`config.mk`:
```
export PLATFORM = sky130hd
export DESIGN_NAME = imgproc_msg_poller
export DESIGN_NICKNAME = d
export VERILOG_FILES = /design/src/rtl/imgproc_msg_poller.sv
export SDC_FILE = /design/constraint.sdc
export NUM_CORES = 1
export LEC_CHECK = 0
export ABC_AREA = 1
export BUFFER_PORTS_ARGS = -buffer_cell sky130_fd_sc_hd__buf_4
export CORE_AREA = 2 2 140 142
export CTS_CLUSTER_SIZE = 12
export DETAILED_ROUTE_END_ITERATION = 8
export DIE_AREA = 0 0 142 144
export PLACE_DENSITY = 0.43
export SLEW_MARGIN = 20
export SYNTH_ARGS = -nofsm -noshare
export SYNTH_HDL_FRONTEND = slang
export SYNTH_SLANG_ARGS = --single-unit
export TNS_END_PERCENT = 1
```
`constraint.sdc`:
```
create_clock -name clk -period 1.7 [get_ports clk]
set_clock_uncertainty 0.05 [all_clocks]
set_input_delay 0.34 -clock clk [delete_from_list [all_inputs] [get_ports clk]]
set_output_delay 0.34 -clock clk [all_outputs]
set_load 0.05 [all_outputs]
```
`src/rtl/imgproc_msg_poller.sv`:
```
// imgproc_msg_poller: autonomous Avalon-MM master that polls the image
// processor's message FIFO, parses 3-word "RBB" bounding-box messages and
// presents the most recent complete box on registered outputs.
module imgproc_msg_poller #(
    parameter int unsigned POLL_INTERVAL = 1024,
    parameter logic [31:0] MSG_ID        = 32'h0052_4242
) (
    input  logic        clk,
    input  logic        reset,
    input  logic        enable,
    input  logic        flush_req,
    output logic        m_chipselect,
    output logic        m_read,
    output logic        m_write,
    output logic [2:0]  m_address,
    output logic [31:0] m_writedata,
    input  logic [31:0] m_readdata,
    output logic        bb_valid,
    output logic [10:0] bb_x_min,
    output logic [10:0] bb_y_min,
    output logic [10:0] bb_x_max,
    output logic [10:0] bb_y_max,
    output logic        bb_col,
    output logic [7:0]  sync_err,
    output logic        busy
);

    localparam int unsigned TIMER_W = (POLL_INTERVAL > 32'd1) ? $clog2(POLL_INTERVAL) : 32'd1;
    localparam logic [TIMER_W-1:0] TIMER_RELOAD = TIMER_W'(POLL_INTERVAL - 32'd1);
    localparam logic [TIMER_W-1:0] TIMER_ZERO   = TIMER_W'(32'd0);
    localparam logic [TIMER_W-1:0] TIMER_ONE    = TIMER_W'(32'd1);

    localparam logic [2:0]  ADDR_STATUS = 3'd0;
    localparam logic [2:0]  ADDR_MSG    = 3'd1;
    localparam logic [31:0] FLUSH_CMD   = 32'h0000_0010;

    typedef enum logic [2:0] {
        IDLE    = 3'd0,
        ST_RD   = 3'd1,
        ST_CAP  = 3'd2,
        MSG_RD  = 3'd3,
        MSG_CAP = 3'd4,
        FLUSH   = 3'd5,
        PRESENT = 3'd6
    } state_t;

    // Saturating 8-bit increment for the resync error counter.
    function automatic logic [7:0] sat_inc8(input logic [7:0] value);
        if (value == 8'hFF) begin
            return value;
        end else begin
            return value + 8'd1;
        end
    endfunction

    // True when a captured word is the message header.
    function automatic logic is_header(input logic [31:0] word);
        return (word == MSG_ID);
    endfunction

    state_t               state_r;
    state_t               state_next_s;
    logic [TIMER_W-1:0]   timer_r;
    logic [TIMER_W-1:0]   timer_next_s;
    logic [7:0]           remain_r;
    logic [7:0]           remain_next_s;
    logic [7:0]           remain_dec_s;
    logic [1:0]           idx_r;
    logic [1:0]           idx_next_s;
    logic                 flush_pend_r;
    logic                 flush_pend_next_s;
    logic [7:0]           sync_err_r;
    logic [7:0]           sync_err_next_s;
    logic [10:0]          sh_x_min_r;
    logic [10:0]          sh_x_min_next_s;
    logic [10:0]          sh_y_min_r;
    logic [10:0]          sh_y_min_next_s;
    logic                 sh_col_r;
    logic                 sh_col_next_s;
    logic                 load_box_s;

    logic                 m_chipselect_r;
    logic                 m_read_r;
    logic                 m_write_r;
    logic [2:0]           m_address_r;
    logic [31:0]          m_writedata_r;
    logic                 bb_valid_r;
    logic [10:0]          bb_x_min_r;
    logic [10:0]          bb_y_min_r;
    logic [10:0]          bb_x_max_r;
    logic [10:0]          bb_y_max_r;
    logic                 bb_col_r;
    logic                 busy_r;

    // Remaining-word count minus one, clamped so it can never wrap.
    always_comb begin
        if (remain_r != 8'd0) begin
            remain_dec_s = remain_r - 8'd1;
        end else begin
            remain_dec_s = 8'd0;
        end
    end

    // Next-state, poll timer, message parser and shadow-field logic.
    always_comb begin
        state_next_s      = state_r;
        timer_next_s      = TIMER_RELOAD;
        remain_next_s     = remain_r;
        idx_next_s        = idx_r;
        flush_pend_next_s = flush_pend_r | flush_req;
        sync_err_next_s   = sync_err_r;
        sh_x_min_next_s   = sh_x_min_r;
        sh_y_min_next_s   = sh_y_min_r;
        sh_col_next_s     = sh_col_r;
        load_box_s        = 1'b0;

        case (state_r)
            IDLE: begin
                if (flush_pend_r || flush_req) begin
                    // Flush wins over a poll that is due in the same cycle.
                    state_next_s = FLUSH;
                    timer_next_s = TIMER_RELOAD;
                end else if (!enable) begin
                    timer_next_s = TIMER_RELOAD;
                end else if (timer_r == TIMER_ZERO) begin
                    state_next_s = ST_RD;
                    timer_next_s = TIMER_RELOAD;
                end else begin
                    timer_next_s = timer_r - TIMER_ONE;
                end
            end

            ST_RD: begin
                state_next_s = ST_CAP;
            end

            ST_CAP: begin
                remain_next_s = m_readdata[15:8];
                idx_next_s    = 2'd0;
                if (m_readdata[15:8] >= 8'd3) begin
                    state_next_s = MSG_RD;
                end else begin
                    state_next_s = IDLE;
                end
            end

            MSG_RD: begin
                state_next_s = MSG_CAP;
            end

            MSG_CAP: begin
                remain_next_s = remain_dec_s;
                case (idx_r)
                    2'd0: begin
                        if (is_header(m_readdata)) begin
                            // Header found: two more words complete the box.
                            if (remain_dec_s == 8'd0) begin
                                idx_next_s   = 2'd0;
                                state_next_s = IDLE;
                            end else begin
                                idx_next_s   = 2'd1;
                                state_next_s = MSG_RD;
                            end
                        end else begin
                            // Not a header: discard it and keep hunting only
                            // while a whole message could still follow.
                            sync_err_next_s = sat_inc8(sync_err_r);
                            idx_next_s      = 2'd0;
                            if (remain_dec_s < 8'd3) begin
                                state_next_s = IDLE;
                            end else begin
                                state_next_s = MSG_RD;
                            end
                        end
                    end
                    2'd1: begin
                        sh_x_min_next_s = m_readdata[26:16];
                        sh_y_min_next_s = m_readdata[10:0];
                        sh_col_next_s   = m_readdata[31];
                        if (remain_dec_s == 8'd0) begin
                            idx_next_s   = 2'd0;
                            state_next_s = IDLE;
                        end else begin
                            idx_next_s   = 2'd2;
                            state_next_s = MSG_RD;
                        end
                    end
                    2'd2: begin
                        // Last word: the box is loaded on this edge so that
                        // bb_valid is visible during the PRESENT cycle.
                        load_box_s   = 1'b1;
                        idx_next_s   = 2'd0;
                        state_next_s = PRESENT;
                    end
                    default: begin
                        idx_next_s   = 2'd0;
                        state_next_s = IDLE;
                    end
                endcase
            end

            PRESENT: begin
                idx_next_s = 2'd0;
                if (remain_r >= 8'd3) begin
                    state_next_s = MSG_RD;
                end else begin
                    state_next_s = IDLE;
                end
            end

            FLUSH: begin
                flush_pend_next_s = 1'b0;
                idx_next_s        = 2'd0;
                state_next_s      = IDLE;
            end

            default: begin
                idx_next_s   = 2'd0;
                state_next_s = IDLE;
            end
        endcase
    end

    // FSM state and parser bookkeeping registers.
    always_ff @(posedge clk) begin
        if (reset) begin
            state_r      <= IDLE;
            timer_r      <= TIMER_RELOAD;
            remain_r     <= 8'd0;
            idx_r        <= 2'd0;
            flush_pend_r <= 1'b0;
            sync_err_r   <= 8'd0;
            sh_x_min_r   <= 11'd0;
            sh_y_min_r   <= 11'd0;
            sh_col_r     <= 1'b0;
        end else begin
            state_r      <= state_next_s;
            timer_r      <= timer_next_s;
            remain_r     <= remain_next_s;
            idx_r        <= idx_next_s;
            flush_pend_r <= flush_pend_next_s;
            sync_err_r   <= sync_err_next_s;
            sh_x_min_r   <= sh_x_min_next_s;
            sh_y_min_r   <= sh_y_min_next_s;
            sh_col_r     <= sh_col_next_s;
        end
    end

    // Bus strobes and busy are registered from the next state so they line
    // up exactly with the RD/FLUSH cycles.
    always_ff @(posedge clk) begin
        if (reset) begin
            m_chipselect_r <= 1'b0;
            m_read_r       <= 1'b0;
            m_write_r      <= 1'b0;
            m_address_r    <= 3'd0;
            m_writedata_r  <= 32'd0;
            busy_r         <= 1'b0;
        end else begin
            m_chipselect_r <= (state_next_s == ST_RD) || (state_next_s == MSG_RD) ||
                              (state_next_s == FLUSH);
            m_read_r       <= (state_next_s == ST_RD) || (state_next_s == MSG_RD);
            m_write_r      <= (state_next_s == FLUSH);
            m_address_r    <= (state_next_s == MSG_RD) ? ADDR_MSG : ADDR_STATUS;
            m_writedata_r  <= (state_next_s == FLUSH) ? FLUSH_CMD : 32'd0;
            busy_r         <= (state_next_s != IDLE);
        end
    end

    // Presented box: updated only when a complete message has been parsed.
    always_ff @(posedge clk) begin
        if (reset) begin
            bb_valid_r <= 1'b0;
            bb_x_min_r <= 11'd0;
            bb_y_min_r <= 11'd0;
            bb_x_max_r <= 11'd0;
            bb_y_max_r <= 11'd0;
            bb_col_r   <= 1'b0;
        end else begin
            bb_valid_r <= load_box_s;
            if (load_box_s) begin
                bb_x_min_r <= sh_x_min_r;
                bb_y_min_r <= sh_y_min_r;
                bb_col_r   <= sh_col_r;
                bb_x_max_r <= m_readdata[26:16];
                bb_y_max_r <= m_readdata[10:0];
            end
        end
    end

    assign m_chipselect = m_chipselect_r;
    assign m_read       = m_read_r;
    assign m_write      = m_write_r;
    assign m_address    = m_address_r;
    assign m_writedata  = m_writedata_r;
    assign bb_valid     = bb_valid_r;
    assign bb_x_min     = bb_x_min_r;
    assign bb_y_min     = bb_y_min_r;
    assign bb_x_max     = bb_x_max_r;
    assign bb_y_max     = bb_y_max_r;
    assign bb_col       = bb_col_r;
    assign sync_err     = sync_err_r;
    assign busy         = busy_r;

endmodule
```
==> results of run 1 <==
sequential cells by signal (all words and copies together), names as in the netlist:
signal / cells
bb_col: 1
bb_valid: 1
bb_x_max: 11
bb_x_min: 11
bb_y_max: 11
bb_y_min: 11
busy: 1
flush_pend_r: 1
idx_r: 2
m_address: 1
m_chipselect: 1
m_read: 1
m_writedata: 1
remain_r: 8
sh_col_r: 1
sh_x_min_r: 11
sh_y_min_r: 11
state_r: 3
sync_err: 8
timer_r: 10
logic make-up after synthesis:
group | Yosys count | synth area share
simple gates | 233 | 0.230
fa+ha+maj | 5 | 0.0134
other cells | 1 | 0.000804
buf+inv | 127 | 0.136
flops | 106 | 0.455
compound gates | 144 | 0.161
xor+xnor | 2 | 0.00376
layer usage:
layer	GRT usage	wire [um]
met2	0.205	6140
met1	0.152	5660
met4	0.0484	261
met3	0.0272	550
met5	0	0
cell usage in the layout (no fill, tap or decap), drive strengths merged, types with 3 or more instances in the layout:
| master | n |
|---|---|
| buf | 161 |
| nor2 | 112 |
| dfxtp | 106 |
| o21ai | 83 |
| inv | 69 |
| nand2 | 61 |
| a21oi | 49 |
| conb | 33 |
| nand3 | 30 |
| nand4 | 12 |
| clkbuf | 9 |
| nor3 | 9 |
| ha | 5 |
| clkinv | 5 |
| nand3b | 3 |
| a211oi | 3 |
repair_timing:
item / 4_1_cts / 5_1_grt
gates resized for setup: 14 / 38
buffers inserted: 1 / 2
pin swaps: 5 / 11
hold endpoints to repair: 0 / 0
setup endpoints to repair: 7 / 75
Yosys cell counts:
cell / instances / area, um2
dfxtp_1: 106 / 2120
nor3_2: 2 / 20.0
a311oi_1: 2 / 17.5
o21ai_0: 78 / 390
nor4_1: 1 / 6.26
a21oi_1: 49 / 245
and3_1: 2 / 12.5
nor2_2: 4 / 25.0
a211oi_1: 3 / 22.5
o21a_1: 2 / 15.0
clkinv_1: 1 / 3.75
nand2_1: 54 / 203
buf_2: 8 / 40.0
nand2_2: 5 / 31.3
inv_2: 11 / 41.3
buf_6: 2 / 22.5
or2_2: 2 / 12.5
o22ai_1: 2 / 12.5
nor3_1: 7 / 35.0
nand3_2: 6 / 60.1
nand3b_1: 3 / 22.5
conb_1: 1 / 3.75
buf_4: 35 / 263
nor2_1: 106 / 398
inv_1: 56 / 210
clkbuf_1: 11 / 41.3
o221a_2: 1 / 11.3
a31oi_1: 2 / 12.5
ha_1: 5 / 62.6
nand2_4: 2 / 22.5
xor2_1: 2 / 17.5
nand3_1: 24 / 120
o21ai_1: 5 / 25.0
nand2b_1: 1 / 6.26
nor2_4: 2 / 22.5
buf_1: 3 / 11.3
nand4_1: 12 / 75.1
cell type report:
class,count,area share
Inverter,68,0.0411
Multi-Input combinational cell,417,0.343
Tap cell,238,0.0459
Clock inverter,7,0.0116
Timing Repair Buffer,161,0.194
Sequential cell,106,0.330
Clock buffer,9,0.0347
worst register-to-register path: stages (launching register included):
cell	delay (ns)
dfxtp_4	0.37
nor2_4	0.18
nand2_2	0.08
inv_2	0.09
nand2_8	0.11
nand3_4	0.11
nand2_4	0.06
nor2_4	0.15
nand3_2	0.09
nand3_2	0.08
nand2_2	0.06
nand2_4	0.10
nand2_4	0.05
nand2_4	0.09
nand2_2	0.05
how the worst max path moves through the flow:
stage	from	endpoint	depth (start not counted)
2_1_floorplan	sync_err[0]$_SDFFE_PP0P_	sync_err[5]$_SDFFE_PP0P_	9
3_3_place_gp	m_readdata[7]	m_read$_SDFF_PP0_	14
3_5_place_dp	m_readdata[7]	m_read$_SDFF_PP0_	14
4_1_cts	remain_r[0]$_SDFFE_PP0P_	busy$_SDFF_PP0_	15
5_1_grt	remain_r[2]$_SDFFE_PP0P_	busy$_SDFF_PP0_	14
6_report	remain_r[2]$_SDFFE_PP0P_	busy$_SDFF_PP0_	14
power breakdown:
part | leakage [nW] | switching, mW | internal, mW
clock | 0.147 | 1.05 | 1.04
sequential | 0.863 | 0.187 | 2.71
combinational | 1.99 | 3.04 | 2.16
stage by stage:
stage / setup slack, ns / area, um2
after global placement: -0.271 / 5960
final: -0.112 / 6490
after floorplan: -0.00201 / 4810
after detailed placement: -0.274 / 5960
after global routing: -0.228 / 6490
after CTS: -0.0985 / 6320
==> summary.txt, run 1 <==
Floorplan
  • Ports: about 130
  • Chip height: roughly 140 um
  • Core Region: between 15000 and 20000 um2
  • Die width: around 140 um
  • Die area: 20400 um2
  • Initial core utilization: 0.244
  • Row Count: roughly 50

Clock network
  • Clock sink total: around 110
  • Later-pin clock latency in the skew report: around 0.35 ns
  • Bufs on Longest Clock Path: 2
  • Worst-path clk slew: around 0.080 ns
  • Total CTS buffers: 9
  • Deepest level of the CTS H-tree: 3
  • CTS tree: done
  • Post-CTS Hold Buffers: 0
  • CTS root buf: clkbuf_16

Worst hold path
  • Worst hold endpoint: sh_x_min_r[7]$_SDFFE_PP0P_
  • Type of the most critical hold path: primary input to flip-flop
  • Hold path depth: 3
  • Hold Startpoint: m_readdata[23]

Timing
  • Final Max Tran Viols: 0
  • Highest clock rate: 0.552 GHz
  • Final Cycle Share: 1.07
  • RSZ-0062 raised after global routing: yes
  • Post-route setup slack: -0.112 ns
  • Tmin final: between 1.5 and 2 ns
  • Fin. Hold Viols: 0
  • Final setup vio count: 6
  • Setup TNS Final: -0.459 ns
  • Hold_ws: 0.198 ns

Setup path
  • Worst setup EP type: flip-flop
  • Slowest-stage cell, CP: dfxtp_4
  • Critical R2R Launch: remain_r[2]$_SDFFE_PP0P_
  • Worst stage delay on the critical path: 0.37 ns
  • Crit path max-delay family: simple AND/OR/NAND/NOR gates
  • CP Data Arrival Time: 2.01 ns
  • CP cell instances: nor2_4 > nand2_2 > inv_2 > nand2_8 > nand3_4 > nand2_4 > nor2_4 > nand3_2 > nand3_2 > nand2_2 > nand2_4 > nand2_4 > nand2_4 > nand2_2
  • RR Endpoint: busy$_SDFF_PP0_
  • Critical path buffers and inverters: 1
  • Reg2reg path depth: 14
  • CP dominant cell by count: nand2_4
  • Maximum fanout along the worst path: 8
  • Critical Path Source Type: flip-flop
  • Kind of critical path: flip-flop to flip-flop
  • Critical Path RT: around 1.9 ns
  • R2R setup slack: -0.11 ns

Job
  • Max-Cap Viols: 0

Final layout
  • # fillers: slightly above 2000
  • Final core occ: 0.340
  • Sequential Area: ~2100 um2
  • Fin cells: 1006
  • Layout cells sized above 1: 0.331
  • Area of the multi-input gates: approximately 2200 um2
  • Area growth, synth to finish: 39.2%
  • Nets: roughly 800
  • ANT cells: 0

Synthesis
  • Post-Synthesis Cell Area: between 4000 and 5000 um2
  • Post-synthesis sequential area ratio: 0.455
  • Syn Area/Cell: around 7.5 um2
  • Yosys reg bits: 106
  • Yosys cell types: 37
  • Synth Instances: just over 600
  • Synth Warn #: 0

Placed design
  • IO Port Bufs: 95
  • HPWL after detailed placement: 9120 um
  • Dpl cells: ~990
  • GP Congestion: ~0.82

Routing
  • Drt first-iter violations: 90
  • Drt wl/cell: about 13 um
  • Vias: 4325
  • Post-Route WL: between 10000 and 15000 um
  • Drt via density: 4.30
  • Number of remaining DRC errors: 0
  • Antenna viol nets, final: 0
  • Drt pass-1 iters: 4

Power
  • Static leakage: around 3 nW
  • VDD IR-drop max: 1010 uV
  • Final Power: approximately 10 mW
  • Pwr/cell area: between 1500 and 2000 nW/um2

GRT
  • Largest net degree at the start of global routing: 64
  • Gr ovfl total: 0
  • Initial antenna violation count: 0
  • Global-route wire length before repair: a little under 20000 um
  • Tot GR Track Use: 0.122
  • Vias in the first global route: 4028

Status
  • Status: complete, but fails checks
  • Failing checks: negative setup slack
(Power assumes the default switching activity.)
==> inputs of run 2 (changes only) <==
- TNS_END_PERCENT: 1 -> not set
==> run 2 against run 1 <==
  * The flow still finishes with violations (negative setup slack)
  * Critical endpoint unchanged
  * Cell count increased by 0.60%
  * Combinational power increased by 4.4%
  * Critical path depth unchanged
  * Sequential power about the same
  * Design area increased by 2.3%
  * Core utilization increased by 0.77 points
  * Register-to-register slack about the same
  * Via count increased by 2.0%
  * Non-clock buffer count increased by 5
  * Global-route usage about the same
  * First-iteration DRC count increased by 52%
==> summary.txt, run 2 (synthesis gave the netlist of run 1 again) <==
Final layout
  • Most common cell after layout, fill and taps aside: buf_4
  • Layout cells sized above 1: 0.357 (+0.0259)
  • Nets: 810 (+0.75%)
  • Most frequent cells in the layout: buf_4, nor2_1, dfxtp_1
  • Area growth, synth to finish: 42.3%
  • Fin area: 6640 um2 (+2.3%)
  • ANT cells: 0 (unchanged)
  • # fillers: 2028 (-0.59%)
  • Fin cells: 1012 (+0.60%)

Timing
  • Highest clock rate: 0.556 GHz (+0.82%)
  • Final Cycle Share: 1.06 (-0.00869)
  • Post-route setup slack: -0.0972 ns (+0.0148 ns)
  • RSZ-0062 raised after global routing: yes
  • Final setup vio count: 5 (-1)
  • Final Max Tran Viols: 0 (unchanged)
  • Tmin final: 1.80 ns (-0.0148 ns)
  • Fin. Hold Viols: 0 (unchanged)
  • Setup TNS Final: -0.383 ns (+0.0762 ns)
  • Hold_ws: 0.196 ns (-0.00184 ns)

Setup path
  • RR Endpoint: busy$_SDFF_PP0_
  • Critical R2R Launch: remain_r[7]$_SDFFE_PP0P_
  • Maximum fanout along the worst path: 8 (unchanged)
  • Worst setup EP type: flip-flop
  • Critical Path RT: 1.90 ns (about the same)
  • CP Data Arrival Time: 2.00 ns (about the same)
  • R2R setup slack: -0.1 ns (about the same)
  • Reg2reg path depth: 14 (unchanged)
  • Critical Path Source Type: flip-flop
  • Kind of critical path: flip-flop to flip-flop

Status
  • Failing checks: negative setup slack
  • Status: complete, but fails checks

Power
  • Final Power: 10.4 mW (+2.6%)
  • Switch Pwr: 4.39 mW (+2.5%)
  • Combinational fraction of design power: 0.520 (+0.009)
  • Clock group share of total power: 0.201 (-0.004)
  • Static leakage: 3.04 nW (+1.4%)
  • Pint: 6.06 mW (+2.6%)
  • Sequential power share: 0.278 (-0.006)
  • VDD IR-drop max: 1010 uV (+0.18%)
  • Pwr/cell area: 1570 nW/um2 (+0.30%)
  • Switching share of power: 0.420 (about the same)

GRT
  • Vias in the first global route: 4029 (+0.025%)
  • Top Usage Layer GRT: met2
  • Largest net degree at the start of global routing: 64 (unchanged)
  • Met3 Usage GRT: 0.0272 (unchanged)
  • Global-route wire length before repair: 19800 um (about the same)
  • Tot GR Track Use: 0.122 (-0.000141)
  • Met1 Resource Use GR: 0.152 (unchanged)
  • GR Layer Usage met2: 0.204 (-0.000509)
  • Gr ovfl total: 0 (unchanged)
  • Initial antenna violation count: 0 (unchanged)

Routing
  • Antenna viol nets, final: 0 (unchanged)
  • Drt wl/cell: 13.3 um (+6.1%)
  • Number of remaining DRC errors: 0 (unchanged)
  • Drt first-iter violations: 137 (+52%)
  • Vias: 4411 (+2.0%)
  • Drt pass-1 iters: 4 (unchanged)
  • Drt via density: 4.36 (+1.4%)
  • Post-Route WL: 13500 um (+6.7%)

Clock network
  • Later-pin clock latency in the skew report: 0.35 ns (about the same)
  • CTS root buf: clkbuf_16
  • CTS tree: done
  • Deepest level of the CTS H-tree: 3 (unchanged)
  • Clock sink total: 106 (unchanged)
  • Bufs on Longest Clock Path: 2 (unchanged)
  • Worst-path clk slew: 0.08 ns (about the same)
  • Total CTS buffers: 9 (unchanged)
  • Post-CTS Hold Buffers: 0 (unchanged)

Worst hold path
  • Hold path depth: 3 (unchanged)
  • Hold Startpoint: m_readdata[23]
  • Type of the most critical hold path: primary input to flip-flop
  • Worst hold endpoint: sh_x_min_r[7]$_SDFFE_PP0P_

Job
  • Max-Cap Viols: 0 (unchanged)

Placed design
  • GP Congestion: 0.817 (unchanged)
  • Dpl cells: 987 (unchanged)
  • Placed cell areas: 5960 um2 (unchanged)
  • HPWL after detailed placement: 9120 um (unchanged)
  • IO Port Bufs: 95 (unchanged)

Floorplan
  • Ports: 129 (unchanged)
  • Core Region: 19100 um2 (unchanged)
  • Die width: 142 um (unchanged)
  • Die area: 20400 um2 (unchanged)
  • Initial core utilization: 0.244 (unchanged)
  • Chip height: 144 um (unchanged)
  • Row Count: 51 (unchanged)
[run 2: worst max path at each step]
stage | cells past startpoint | endpoint | slack [ns] | start
CTS | 15 | busy$_SDFF_PP0_ | -0.1 | remain_r[0]$_SDFFE_PP0P_
finish | 14 | busy$_SDFF_PP0_ | -0.1 | remain_r[7]$_SDFFE_PP0P_
global placement | 14 | m_read$_SDFF_PP0_ | -0.27 | m_readdata[7]
floorplan | 9 | sync_err[5]$_SDFFE_PP0P_ | -0.002 | sync_err[0]$_SDFFE_PP0P_
global route | 11 | m_read$_SDFF_PP0_ | -0.22 | timer_r[3]$_SDFF_PP1_
detailed placement | 14 | m_read$_SDFF_PP0_ | -0.27 | m_readdata[7]
[run 2: per-layer routing]
layer	wire [um]	up-vias
li1	-	2257
met4	258	0
met3	587	14
met5	0	-
met2	6660	100
met1	5940	2040
[run 2: area by class of cell]
type                            instances  area [um2]  share of cell area
Timing Repair inverter                  1        7.51             0.00113
Tap cell                              238         298              0.0449
Clock inverter                          7        75.1              0.0113
Inverter                               68         269              0.0405
Timing Repair Buffer                  166        1330               0.201
Multi-Input combinational cell        417        2280               0.344
Sequential cell                       106        2150               0.324
Clock buffer                            9         225              0.0339
[run 2: per-stage QoR]
stage | setup slack (ns) | utilization
6_report | -0.0972 | 0.348
3_3_place_gp | -0.271 | 0.312
3_5_place_dp | -0.274 | 0.312
4_1_cts | -0.0981 | 0.332
5_1_grt | -0.221 | 0.348
2_1_floorplan | -0.00201 | -
[run 2: power groups by stage]
stage	clock [mW]	sequential [mW]	combinational [mW]
2_1_floorplan	0	3.16	2.30
3_3_place_gp	0	2.92	4.03
3_5_place_dp	0	2.92	4.06
4_1_cts	2.19	2.89	4.39
5_1_grt	2.28	2.94	5.89
6_report	2.10	2.91	5.43
[run 2: worst max-delay path, cell delays in order, from the launching register on]
cell and delay (ns):
dfxtp_1 0.32, inv_1 0.09, nand2_1 0.09, nor2_4 0.18, nand2_8 0.13, nand3_4 0.11, nand2_4 0.06, nor2_4 0.15
nand3_2 0.09, nand3_2 0.08, nand2_2 0.06, nand2_4 0.09, nand2_4 0.06, nand2_4 0.09, nand2_2 0.05
[run 2: repair_timing]
item                                    in CTS  in global routing
endpoints found under the setup margin       7                 75
setup buffers                                2                  4
pin swaps                                    8                 24
gates resized for setup                     16                 58
cloned                                       0                  3
